--- src/rtl/pal_pkg.sv ---
// pal_pkg: shared constants, state encoding and fuse addressing for the
// 3-input / 3-output PAL array and its serial fuse loader.
//
// Contents:
//   N_IN, N_OUT, N_PT  - PAL geometry (inputs, outputs, product terms/output)
//   FUSE_W             - derived AND-plane fuse count (54 at defaults)
//   CHK_W              - width of the optional trailing checksum (8)
//   pal_state_e        - loader FSM state encoding
//   fuse_index()       - maps (out, pt, in, neg) to a bit position in fuse_map
package pal_pkg;

  localparam int N_IN   = 3;
  localparam int N_OUT  = 3;
  localparam int N_PT   = 3;
  localparam int FUSE_W = N_OUT * N_PT * 2 * N_IN;
  localparam int CHK_W  = 8;

  typedef enum logic [1:0] {
    ST_IDLE  = 2'd0,
    ST_LOAD  = 2'd1,
    ST_CHECK = 2'd2,
    ST_ERROR = 2'd3
  } pal_state_e;

  // Each product term owns 2*N_IN consecutive fuses: true literal of input 0,
  // complement of input 0, true of input 1, ... neg=1 picks the complement.
  function automatic int fuse_index(input int out_i, input int pt_i,
                                    input int in_i, input int neg);
    return ((out_i * N_PT + pt_i) * 2 * N_IN) + 2 * in_i + neg;
  endfunction

endpackage

--- src/rtl/pal_fuse_loader.sv ---
// pal_fuse_loader: serial fuse-map loader for the PAL AND plane.
//
// A load begins with a one-cycle start pulse. FUSE_W fuse bits then arrive
// MSB first, one per handshake, into a staging register. With the checksum
// build, an 8-bit trailer follows and must equal the popcount of the fuse
// bits (mod 256). Only a fully checked load is copied into fuse_map, so the
// PAL array never sees a partial or rejected map.
//
// Build option:
//   PAL_LOADER_CHECKSUM_EN - when defined, adds the CHECK/ERROR states, the
//                            popcount and the checksum trailer. When left
//                            undefined, the map commits on the FUSE_W-th
//                            accepted bit and err is tied low.
//
// Ports:
//   clk        in   rising-edge clock
//   rst        in   asynchronous active-high reset
//   start      in   one-cycle request to begin a load (ignored while busy)
//   abort      in   cancel the load in progress, discarding staged bits
//   ser_valid  in   serial bit offered
//   ser_data   in   fuse or checksum bit, MSB first
//   ser_ready  out  loader accepts a bit this cycle
//   fuse_map   out  committed fuse map (FUSE_W bits) to the PAL array
//   map_valid  out  fuse_map holds a checked map
//   busy       out  load in progress
//   err        out  last load failed its checksum
//   dbg_state  out  current FSM state (pal_state_e encoding)
//
// Handshake: a bit transfers on a rising edge where ser_valid and ser_ready
// are both 1. ser_ready depends only on registered state, never on
// ser_valid; the source may hold ser_valid high for back-to-back bits and
// must keep ser_data stable while ser_valid is high and ser_ready is low.
module pal_fuse_loader
  import pal_pkg::*;
(
  input  logic              clk,
  input  logic              rst,
  input  logic              start,
  input  logic              abort,
  input  logic              ser_valid,
  input  logic              ser_data,
  output logic              ser_ready,
  output logic [FUSE_W-1:0] fuse_map,
  output logic              map_valid,
  output logic              busy,
  output logic              err,
  output logic [1:0]        dbg_state
);

  localparam logic [1:0] S_IDLE = ST_IDLE;
  localparam logic [1:0] S_LOAD = ST_LOAD;
`ifdef PAL_LOADER_CHECKSUM_EN
  localparam logic [1:0] S_CHECK = ST_CHECK;
  localparam logic [1:0] S_ERROR = ST_ERROR;
`endif

  // Counts fuse bits, then continues through the checksum bits. It stops at
  // its last value and the state change takes over, so it never wraps.
  localparam int CNT_W = $clog2(FUSE_W + CHK_W);
  localparam logic [CNT_W-1:0] CNT_LAST_FUSE = CNT_W'(FUSE_W - 1);
`ifdef PAL_LOADER_CHECKSUM_EN
  localparam logic [CNT_W-1:0] CNT_FULL = CNT_W'(FUSE_W + CHK_W);
`endif

  logic [1:0]        state;
  logic [CNT_W-1:0]  bit_cnt;
  logic [FUSE_W-1:0] staging;
  logic [FUSE_W-1:0] staging_next;
  logic              accept;

`ifdef PAL_LOADER_CHECKSUM_EN
  logic [CHK_W-1:0]  popcount;
  logic [CHK_W-1:0]  chk_sr;
`endif

  // First accepted bit ends up at index FUSE_W-1 after FUSE_W shifts.
  assign staging_next = {staging[FUSE_W-2:0], ser_data};

`ifdef PAL_LOADER_CHECKSUM_EN
  // In CHECK the loader stops accepting once all trailer bits are in; that
  // cycle is spent on the comparison before the commit edge.
  assign ser_ready = (state == S_LOAD) ||
                     ((state == S_CHECK) && (bit_cnt != CNT_FULL));
  assign busy      = (state == S_LOAD) || (state == S_CHECK);
  assign err       = (state == S_ERROR);
`else
  assign ser_ready = (state == S_LOAD);
  assign busy      = (state == S_LOAD);
  assign err       = 1'b0;
`endif

  // abort outranks a transfer offered in the same cycle.
  assign accept    = ser_valid && ser_ready && !abort;
  assign dbg_state = state;

  always_ff @(posedge clk or posedge rst) begin
    if (rst) begin
      state     <= S_IDLE;
      bit_cnt   <= '0;
      staging   <= '0;
      fuse_map  <= '0;
      map_valid <= 1'b0;
`ifdef PAL_LOADER_CHECKSUM_EN
      popcount  <= '0;
      chk_sr    <= '0;
`endif
    end else begin
      case (state)
        S_IDLE: begin
          if (start && !abort) begin
            state   <= S_LOAD;
            bit_cnt <= '0;
            staging <= '0;
`ifdef PAL_LOADER_CHECKSUM_EN
            popcount <= '0;
            chk_sr   <= '0;
`endif
          end
        end

        S_LOAD: begin
          if (abort) begin
            state   <= S_IDLE;
            staging <= '0;
          end else if (accept) begin
            staging <= staging_next;
            bit_cnt <= bit_cnt + CNT_W'(1);
`ifdef PAL_LOADER_CHECKSUM_EN
            popcount <= popcount + {{(CHK_W-1){1'b0}}, ser_data};
            if (bit_cnt == CNT_LAST_FUSE) begin
              state <= S_CHECK;
            end
`else
            // No trailer: the last fuse bit goes straight into the commit.
            if (bit_cnt == CNT_LAST_FUSE) begin
              fuse_map  <= staging_next;
              map_valid <= 1'b1;
              state     <= S_IDLE;
            end
`endif
          end
        end

`ifdef PAL_LOADER_CHECKSUM_EN
        S_CHECK: begin
          if (abort) begin
            state   <= S_IDLE;
            staging <= '0;
          end else if (bit_cnt == CNT_FULL) begin
            if (chk_sr == popcount) begin
              fuse_map  <= staging;
              map_valid <= 1'b1;
              state     <= S_IDLE;
            end else begin
              state <= S_ERROR;
            end
          end else if (accept) begin
            chk_sr  <= {chk_sr[CHK_W-2:0], ser_data};
            bit_cnt <= bit_cnt + CNT_W'(1);
          end
        end

        S_ERROR: begin
          // Previous fuse_map/map_valid are left alone; only a new load
          // leaves this state.
          if (start) begin
            state    <= S_LOAD;
            bit_cnt  <= '0;
            staging  <= '0;
            popcount <= '0;
            chk_sr   <= '0;
          end
        end
`endif

        default: begin
          state <= S_IDLE;
        end
      endcase
    end
  end

endmodule
--- config.mk ---
export PLATFORM = sky130hd
export DESIGN_NAME = pal_fuse_loader
export DESIGN_NICKNAME = d
export VERILOG_FILES = /design/src/rtl/pal_pkg.sv /design/src/rtl/pal_fuse_loader.sv
export SDC_FILE = /design/constraint.sdc
export NUM_CORES = 1
export LEC_CHECK = 0
export CORE_MARGIN = 5
export CORE_UTILIZATION = 40
export DETAILED_ROUTE_END_ITERATION = 10
export MAX_ROUTING_LAYER = met4
export PLACE_DENSITY = 0.7
export SETUP_SLACK_MARGIN = 0.5
export SLEW_MARGIN = 15
export SYNTH_ARGS = -nofsm -noshare
export SYNTH_HDL_FRONTEND = slang
export SYNTH_SLANG_ARGS = --single-unit
--- constraint.sdc ---
create_clock -name clk -period 8.6 [get_ports clk]
set_input_delay 2.15 -clock clk [delete_from_list [all_inputs] [get_ports clk]]
set_output_delay 2.15 -clock clk [all_outputs]
set_load 0.01 [all_outputs]
# [After elaboration in Yosys (flattened, before gate mapping)]
# Cells that the tools add are included.
[word_totals] register_bits=116 latchBits=0 mem_bits_rw=0 romBits=0 in_bits=6 output_inout_bits=60 n_memories=0
[op_classes] add_sub_neg=1 mul=0 div=0 magnitude_cmp=0 eq_ne=7 shift=0 mux=13 bitwise_logic=1 n_reduce_logical=10
[ops] op="2-to-1 mux 53 bit" count=3
[ops] op="case mux 53 bit (2 select lines)" count=1
[ops] op="2-to-1 mux 6 bit" count=3
[ops] op="case mux 6 bit (2 select lines)" count=1
[ops] op="2-to-1 mux 2 bit" count=4
[ops] op="AND reduction 4 bit" count=2
[ops] op="adder 6 x 1 -> 6 bit (second input constant)" count=1
[ops] op="== test 6 bit (second input constant)" count=1
[ops] op="!= test 3 x 2 -> 1 bit (second input constant)" count=2
[ops] op="AND reduction 3 bit" count=2
[ops] op="!= test 2 bit (second input constant)" count=2
[ops] op="case mux 2 bit (2 select lines)" count=1
[ops] op="logical AND 1 bit" count=3
[ops] op="== test 2 x 1 -> 1 bit (second input constant)" count=1
[ops] op="logical NOT 2 bit" count=1
[ops] op="!= test 2 x 1 -> 1 bit (second input constant)" count=1
[ops] op="nonzero test 2 bit" count=1
[ops] op="logical NOT 1 bit" count=1
[ops] op="inverter 1 bit" count=1

# [Logic depth before layout (Yosys ltp)]
# Gate-level depths: netlist (run 1).
[logic_depth] depth_word=6 mapped_depth=6

# [Worst setup path before layout (run 1)]
# OpenSTA, ideal clock, no wires.
[synth_timing] path_type="input to register" from="input ser_valid" to="register fuse_map[0]" setup_time_ps=125 t_arrival_ps=3174 required_time_ps=8475 setup_slack_ps=5301 path_stages=5 n_path_buf=2 path_cell_list="buf_4 nand4b_4 nor2_8 buf_12 mux2_4"
[synth_between] elab_chain_cells=3
[synth_rtl] element="from (decl)" line_no="pal_fuse_loader.sv:40" rtl="input logic ser_valid,"
[synth_rtl] element="logical AND 1 bit (2 in series)" line_no="pal_fuse_loader.sv:93" rtl="assign accept = ser_valid && ser_ready && !abort;"
[synth_rtl] element="AND reduction 4 bit (no source line)"
[synth_rtl] element="to (signal assigned)" line_no="pal_fuse_loader.sv:136" rtl="fuse_map <= staging_next;"
[synth_rtl] element="to (decl)" line_no="pal_fuse_loader.sv:43" rtl="output logic [FUSE_W-1:0] fuse_map,"
# No other way between the ends.
# A chain may end at the register's enable or synchronous reset.

# [Final worst setup path (run 1)]
[layout_timing] from="input ser_valid" to="register fuse_map[42]"
# Same word-level chain as after synthesis.

==> metrics.txt, run 1 <==
run status finished, final reports clean; worst slew pin tran 1110 ps; slew margin rel. 26.0%; routability cong. 0.714; Initial Util 40.6%; Critical Path AT 4160 ps; VDD IR max 0.131 mV; compound-gate portion of the synthesized area 1.23%; Layout area overhead 23.4%; setup violators final 0; PnR worst setup slack 4710 ps; worst-path maximum fanout 60; dpl ws 4020 ps; drt wl/cell 15.8 um; Initial DRC Count 365; # Max-Cap Violations 0; largest net degree at the start of global routing 77; Finished Layout Cells 636; Mapped Cells 405; first-pass GRT wire length 17000 um; crit path capture type flop; Die Wd 123 um; Simple-Gate Fraction of Synth Area 21.3%; mux cell area share after synthesis 14.9%; placed insts 606; die area 15100 um^2; most common cell after layout, fill and taps aside dfrtp_1; Avg Vias per Cell 5.13; async set-reset flop share out of synthesis 100%; XOR/XNOR Fraction of Synth Area 0.172%; H-tree depth 4; number of global-route vias before repair 3263; Yosys reg bits 115; drt total wl 10100 um; # fillers 1098; die height 123 um; Seq/Total Area, Yosys 56.4%; nets@finish 462; n_diodes 0; post-CTS resize count 0; period utilization 45.2%; Critical Path Source Type input pin; antenna violations before repair 0; Post-synth EDFFs 0; Post-CTS Setup Inserts 0; YS warnings 0; Mean Syn Cell Area 12.6 um^2; reg2reg setup slack 6100 ps; CTS sink cnt 115; final slew viol count 0; share of cells above drive strength 1 19.0%; biggest cell delay along the critical path 510 ps; CTS Hold Bufs 0; fmax 257 MHz; grt ovf 0; TritonRoute pass-1 iters 5; LEAKAGE 3.07 nW; RSZ-0062 raised after global routing no; Hold Path Class reg2reg; Worst EP required 8870 ps; residual DRC count 0; TNS Setup 0 ps; CTS tree done; CTS Root Cell clkbuf_16; cell area power density 197 nW/um^2; clk_skew 11.1 ps; worst-path cell chain buf_2 > buf_4 > nand4b_4 > nor2_8 > buf_16 > mux2_1; num ports 66; later-pin clock latency in the skew report 400 ps; Synth cell types 33; post-synthesis adder-cell area fraction 0.491%; row cnt 41; largest family of logic cells by synthesized area simple AND/OR/NAND/NOR gates; core area 12600 um^2; post-DP HPWL 5760 um; Hold Worst Slack 482 ps; Post-Syn Area 5100 um^2; vias 3264; Final Critical Period 3890 ps; Clock transition at path regs 50 ps; slowest stage cell on the critical path buf_4; Overall Power 1.24 mW; prevailing post-synth register cell dfrtp_1; Max clock buf depth 2; worst setup path category in2reg; CTS buffer count 17; IO buf count 63; GRT Util Overall 14.7%; Routed Antenna Nets 0; commonest non-fill, non-tap cells in the layout dfrtp_1 (114), clkdlybuf4s50_1 (61), nand3_1 (55), nand2_1 (55), nand4b_1 (54); Hold Fails Final Rpt 0
## worst max-delay path: cells and delay by family
kind	cells	cell delay, ps
buf+inv	3	880
simple gates	2	700
mux	1	350
## per-layer routing
metal / wire length [um] / GRT usage [%] / up-vias
met1: 4610 / 19.4 / 1629
met4: 89 / 4.62 / 0
li1: - / - / 1543
met2: 4720 / 21.4 / 84
met5: 0 / - / -
met3: 637 / 5.17 / 8
## registers in the layout, indices dropped and copies added, names as in the netlist
signal,flops
map_valid,1
fuse_map,54
dbg_state,1
staging,53
bit_cnt,6
## path summary, 6_finish.rpt
kind / cells after the start / from / to
worst max-delay path: 6 / ser_valid / fuse_map[42]
worst min-delay path: 1 / map_valid / map_valid
worst max register to register: 5 / dbg_state[0] / fuse_map[42]
worst min register to register: 1 / map_valid / map_valid
max in group asynchronous: 3 / rst / dbg_state[0]
min in group asynchronous: 2 / rst / fuse_map[9]
## Yosys cell counts (2+ instances only)
library cell / number / area share (%)
a21oi_1: 3 / 0.29
nor2_1: 3 / 0.22
buf_1: 5 / 0.37
buf_12: 5 / 2.0
mux2_4: 40 / 12
o21ai_0: 4 / 0.39
buf_4: 6 / 0.88
mux2_2: 5 / 1.1
ha_1: 2 / 0.49
nand4b_1: 54 / 9.3
or3_1: 3 / 0.37
nand3_1: 55 / 5.4
dfrtp_1: 115 / 56
clkbuf_1: 11 / 0.81
inv_1: 2 / 0.15
nand2_1: 55 / 4.0
buf_2: 13 / 1.3
mux2_1: 9 / 2.0
## per-stage QoR
step	cell area (um^2)	utilization [%]
2_1_floorplan	5100	-
3_3_place_gp	5720	45.5
3_5_place_dp	5720	45.5
4_1_cts	6260	49.8
5_1_grt	6290	50.1
6_report	6290	50.1
## where the power goes
group / switching [mW] / leakage, nW / internal (mW)
Clock: 0.220 / 0.274 / 0.419
Sequential: 0.00365 / 1.60 / 0.545
Combinational: 0.0384 / 1.20 / 0.0139
## final cells by class
cell class              instances  area, um^2  area share (%)
inverters                       2        10.0           0.159
repair buffers                 69         686            10.9
multi-input cells             249        1960            31.1
clock inverters                 6        55.1           0.875
clock buffers                  23         488            7.76
well taps                     172         215            3.42
flip-flops and latches        115        2880            45.8
## kinds of logic (layout without fill, tap and decap cells)
group,count (synthesis),in the layout
other cells,1,2
fa+ha+maj,2,2
flops,115,115
buf+inv,42,100
xor+xnor,1,1
mux,54,54
simple gates,179,179
compound gates,11,11
No activity file was read; power rests on OpenSTA's default activity.
==> run 2, diff against run 1 <==
--- a/config.mk
+++ b/config.mk
@@ -9,7 +9,7 @@
 export CORE_UTILIZATION = 40
 export DETAILED_ROUTE_END_ITERATION = 10
 export MAX_ROUTING_LAYER = met4
-export PLACE_DENSITY = 0.7
+export PLACE_DENSITY = 0.72
 export SETUP_SLACK_MARGIN = 0.5
 export SLEW_MARGIN = 15
 export SYNTH_ARGS = -nofsm -noshare
==> constraint.sdc (replaced) <==
create_clock -name clk -period 3.2 [get_ports clk]
set_input_delay 0.8 -clock clk [delete_from_list [all_inputs] [get_ports clk]]
set_output_delay 0.8 -clock clk [all_outputs]
set_load 0.01 [all_outputs]
==> run 2 against run 1 <==
Against the previous run: flip-flop and latch count unchanged; critical endpoint is now busy; non-clock buffer count up 4; die area unchanged; register-to-register slack worse by 5000 ps; utilization rose by 1.1 points; sequential power grew to 2.7 times the previous value; sequential share of layout area decreased by 0.98 points.
==> metrics.txt, run 2 (synthesis results as in run 1) <==
Finished Layout Cells 643; LEAKAGE 3.11 nW; Hold Fails Final Rpt 0; row cnt 41; fmax 387 MHz; CTS tree done; clk_skew 6.05 ps; CTS Hold Bufs 0; fin area 6430 um^2; Initial DRC Count 295; Initial Util 40.6%; H-tree depth 4; Worst path top cell family by delay flip-flops; worst-path cell chain clkdlybuf4s50_1; worst slew pin tran 1130 ps; n_diodes 0; Biggest register fuse_map; RSZ-0062 raised after global routing no; worst setup path category reg2out; fin util 51.2%; worst reg-to-reg path cell count 4; Hold Path Depth 1; share of cells above drive strength 1 20.6%; die height 123 um; cell area power density 554 nW/um^2; Critical Path AT 1780 ps; placed insts 611; dpl ws 564 ps; # Max-Cap Violations 0; later-pin clock latency in the skew report 410 ps; Clock transition at path regs 50 ps; biggest cell delay along the critical path 720 ps; worst-path maximum fanout 31; residual DRC count 0; PnR worst setup slack 615 ps; core area 12600 um^2; flip-flop and latch area 2880 um^2; Worst EP required 2400 ps; footprint of the multi-input gates 1960 um^2; setup violators final 0; IO buf count 63; Overall Power 3.56 mW; top flop regs fuse_map: 54 flops, staging: 53 flops, bit_cnt: 6 flops; VDD IR max 0.374 mV; antenna violations before repair 0; GRT Util Overall 15.5%; TritonRoute pass-1 iters 4; Die Wd 123 um; Post-CTS Setup Inserts 0; nets@finish 466; Hold Worst Slack 477 ps; routability cong. 0.764; Critical Path Source Type flop; grt ovf 0; Levels on crit path 1; Final Critical Period 2580 ps; post-CTS resize count 0; CTS Root Cell clkbuf_16; Layout area overhead 26.1%; final slew viol count 0; num ports 66; drt total wl 10600 um; vias 3338; placed cell areas 5810 um^2; largest net degree at the start of global routing 66; CP Buf/Inv Count 1; TNS Setup 0 ps; post-DP HPWL 6670 um; first-pass GRT wire length 17700 um; die area 15100 um^2; Hold Path Class reg2reg; max reg flops 54; CTS buffer count 17; Avg Vias per Cell 5.19; Routed Antenna Nets 0; slew margin rel. 24.6%; CTS sink cnt 115; # fillers 1066; drt wl/cell 16.5 um; slowest stage cell on the critical path dfrtp_2; commonest non-fill, non-tap cells in the layout dfrtp_1 (114), clkdlybuf4s50_1 (61), nand3_1 (55), nand2_1 (55), nand4b_1 (54); Max clock buf depth 2; period utilization 80.8%; most common cell after layout, fill and taps aside dfrtp_1; run status finished, final reports clean; number of global-route vias before repair 3493; crit path capture type output pin
run 2: changes by cell type in the layout (fill, tap and decap cells not counted), sizes merged:
cell and delta:
buf +4, clkinvlp +6, clkbuf -5, bufinv +2
inv +1, clkinv -1
run 2: cell type report:
cell class,count,share of cell area (%)
Clock buffer,18,6.83
Clock inverter,14,2.80
Inverter,2,0.175
Multi-Input combinational cell,249,30.5
Sequential cell,115,44.8
Tap cell,172,3.35
Timing Repair Buffer,73,11.6
run 2: worst register-to-register path: cells and delay by family, from the launching register on:
| family | cells | cell delay (ps) |
|---|---|---|
| buffers and inverters | 1 | 270 |
| flip-flops | 1 | 720 |
| multiplexers | 1 | 310 |
| AND/OR/NAND/NOR | 2 | 720 |
run 2: per-layer routing:
layer | track usage (%) | up-vias | share of wire [%]
met5 | - | - | 0
met4 | 7.14 | 0 | 2.3
met3 | 2.88 | 20 | 4.6
met2 | 24.2 | 89 | 49
met1 | 19.6 | 1682 | 44
li1 | - | 1547 | -
run 2: path summary, 6_finish.rpt:
| path | slack (ps) | from | endpoint |
|---|---|---|---|
| max | 620 | dbg_state[0] | busy |
| min | 480 | map_valid | map_valid |
| max reg2reg | 1060 | dbg_state[0] | fuse_map[47] |
| min reg2reg | 480 | map_valid | map_valid |
| max in group asynchronous | 1840 | rst | dbg_state[0] |
| min in group asynchronous | 720 | rst | fuse_map[32] |
run 2: where the power goes:
group / leakage [nW] / internal [mW] / switching (mW) / total, mW
registers: 1.60 / 1.46 / 0.0172 / 1.48
logic: 1.22 / 0.0425 / 0.0984 / 0.141
clock network: 0.285 / 1.25 / 0.691 / 1.94
total: 3.11 / 2.76 / 0.806 / 3.56
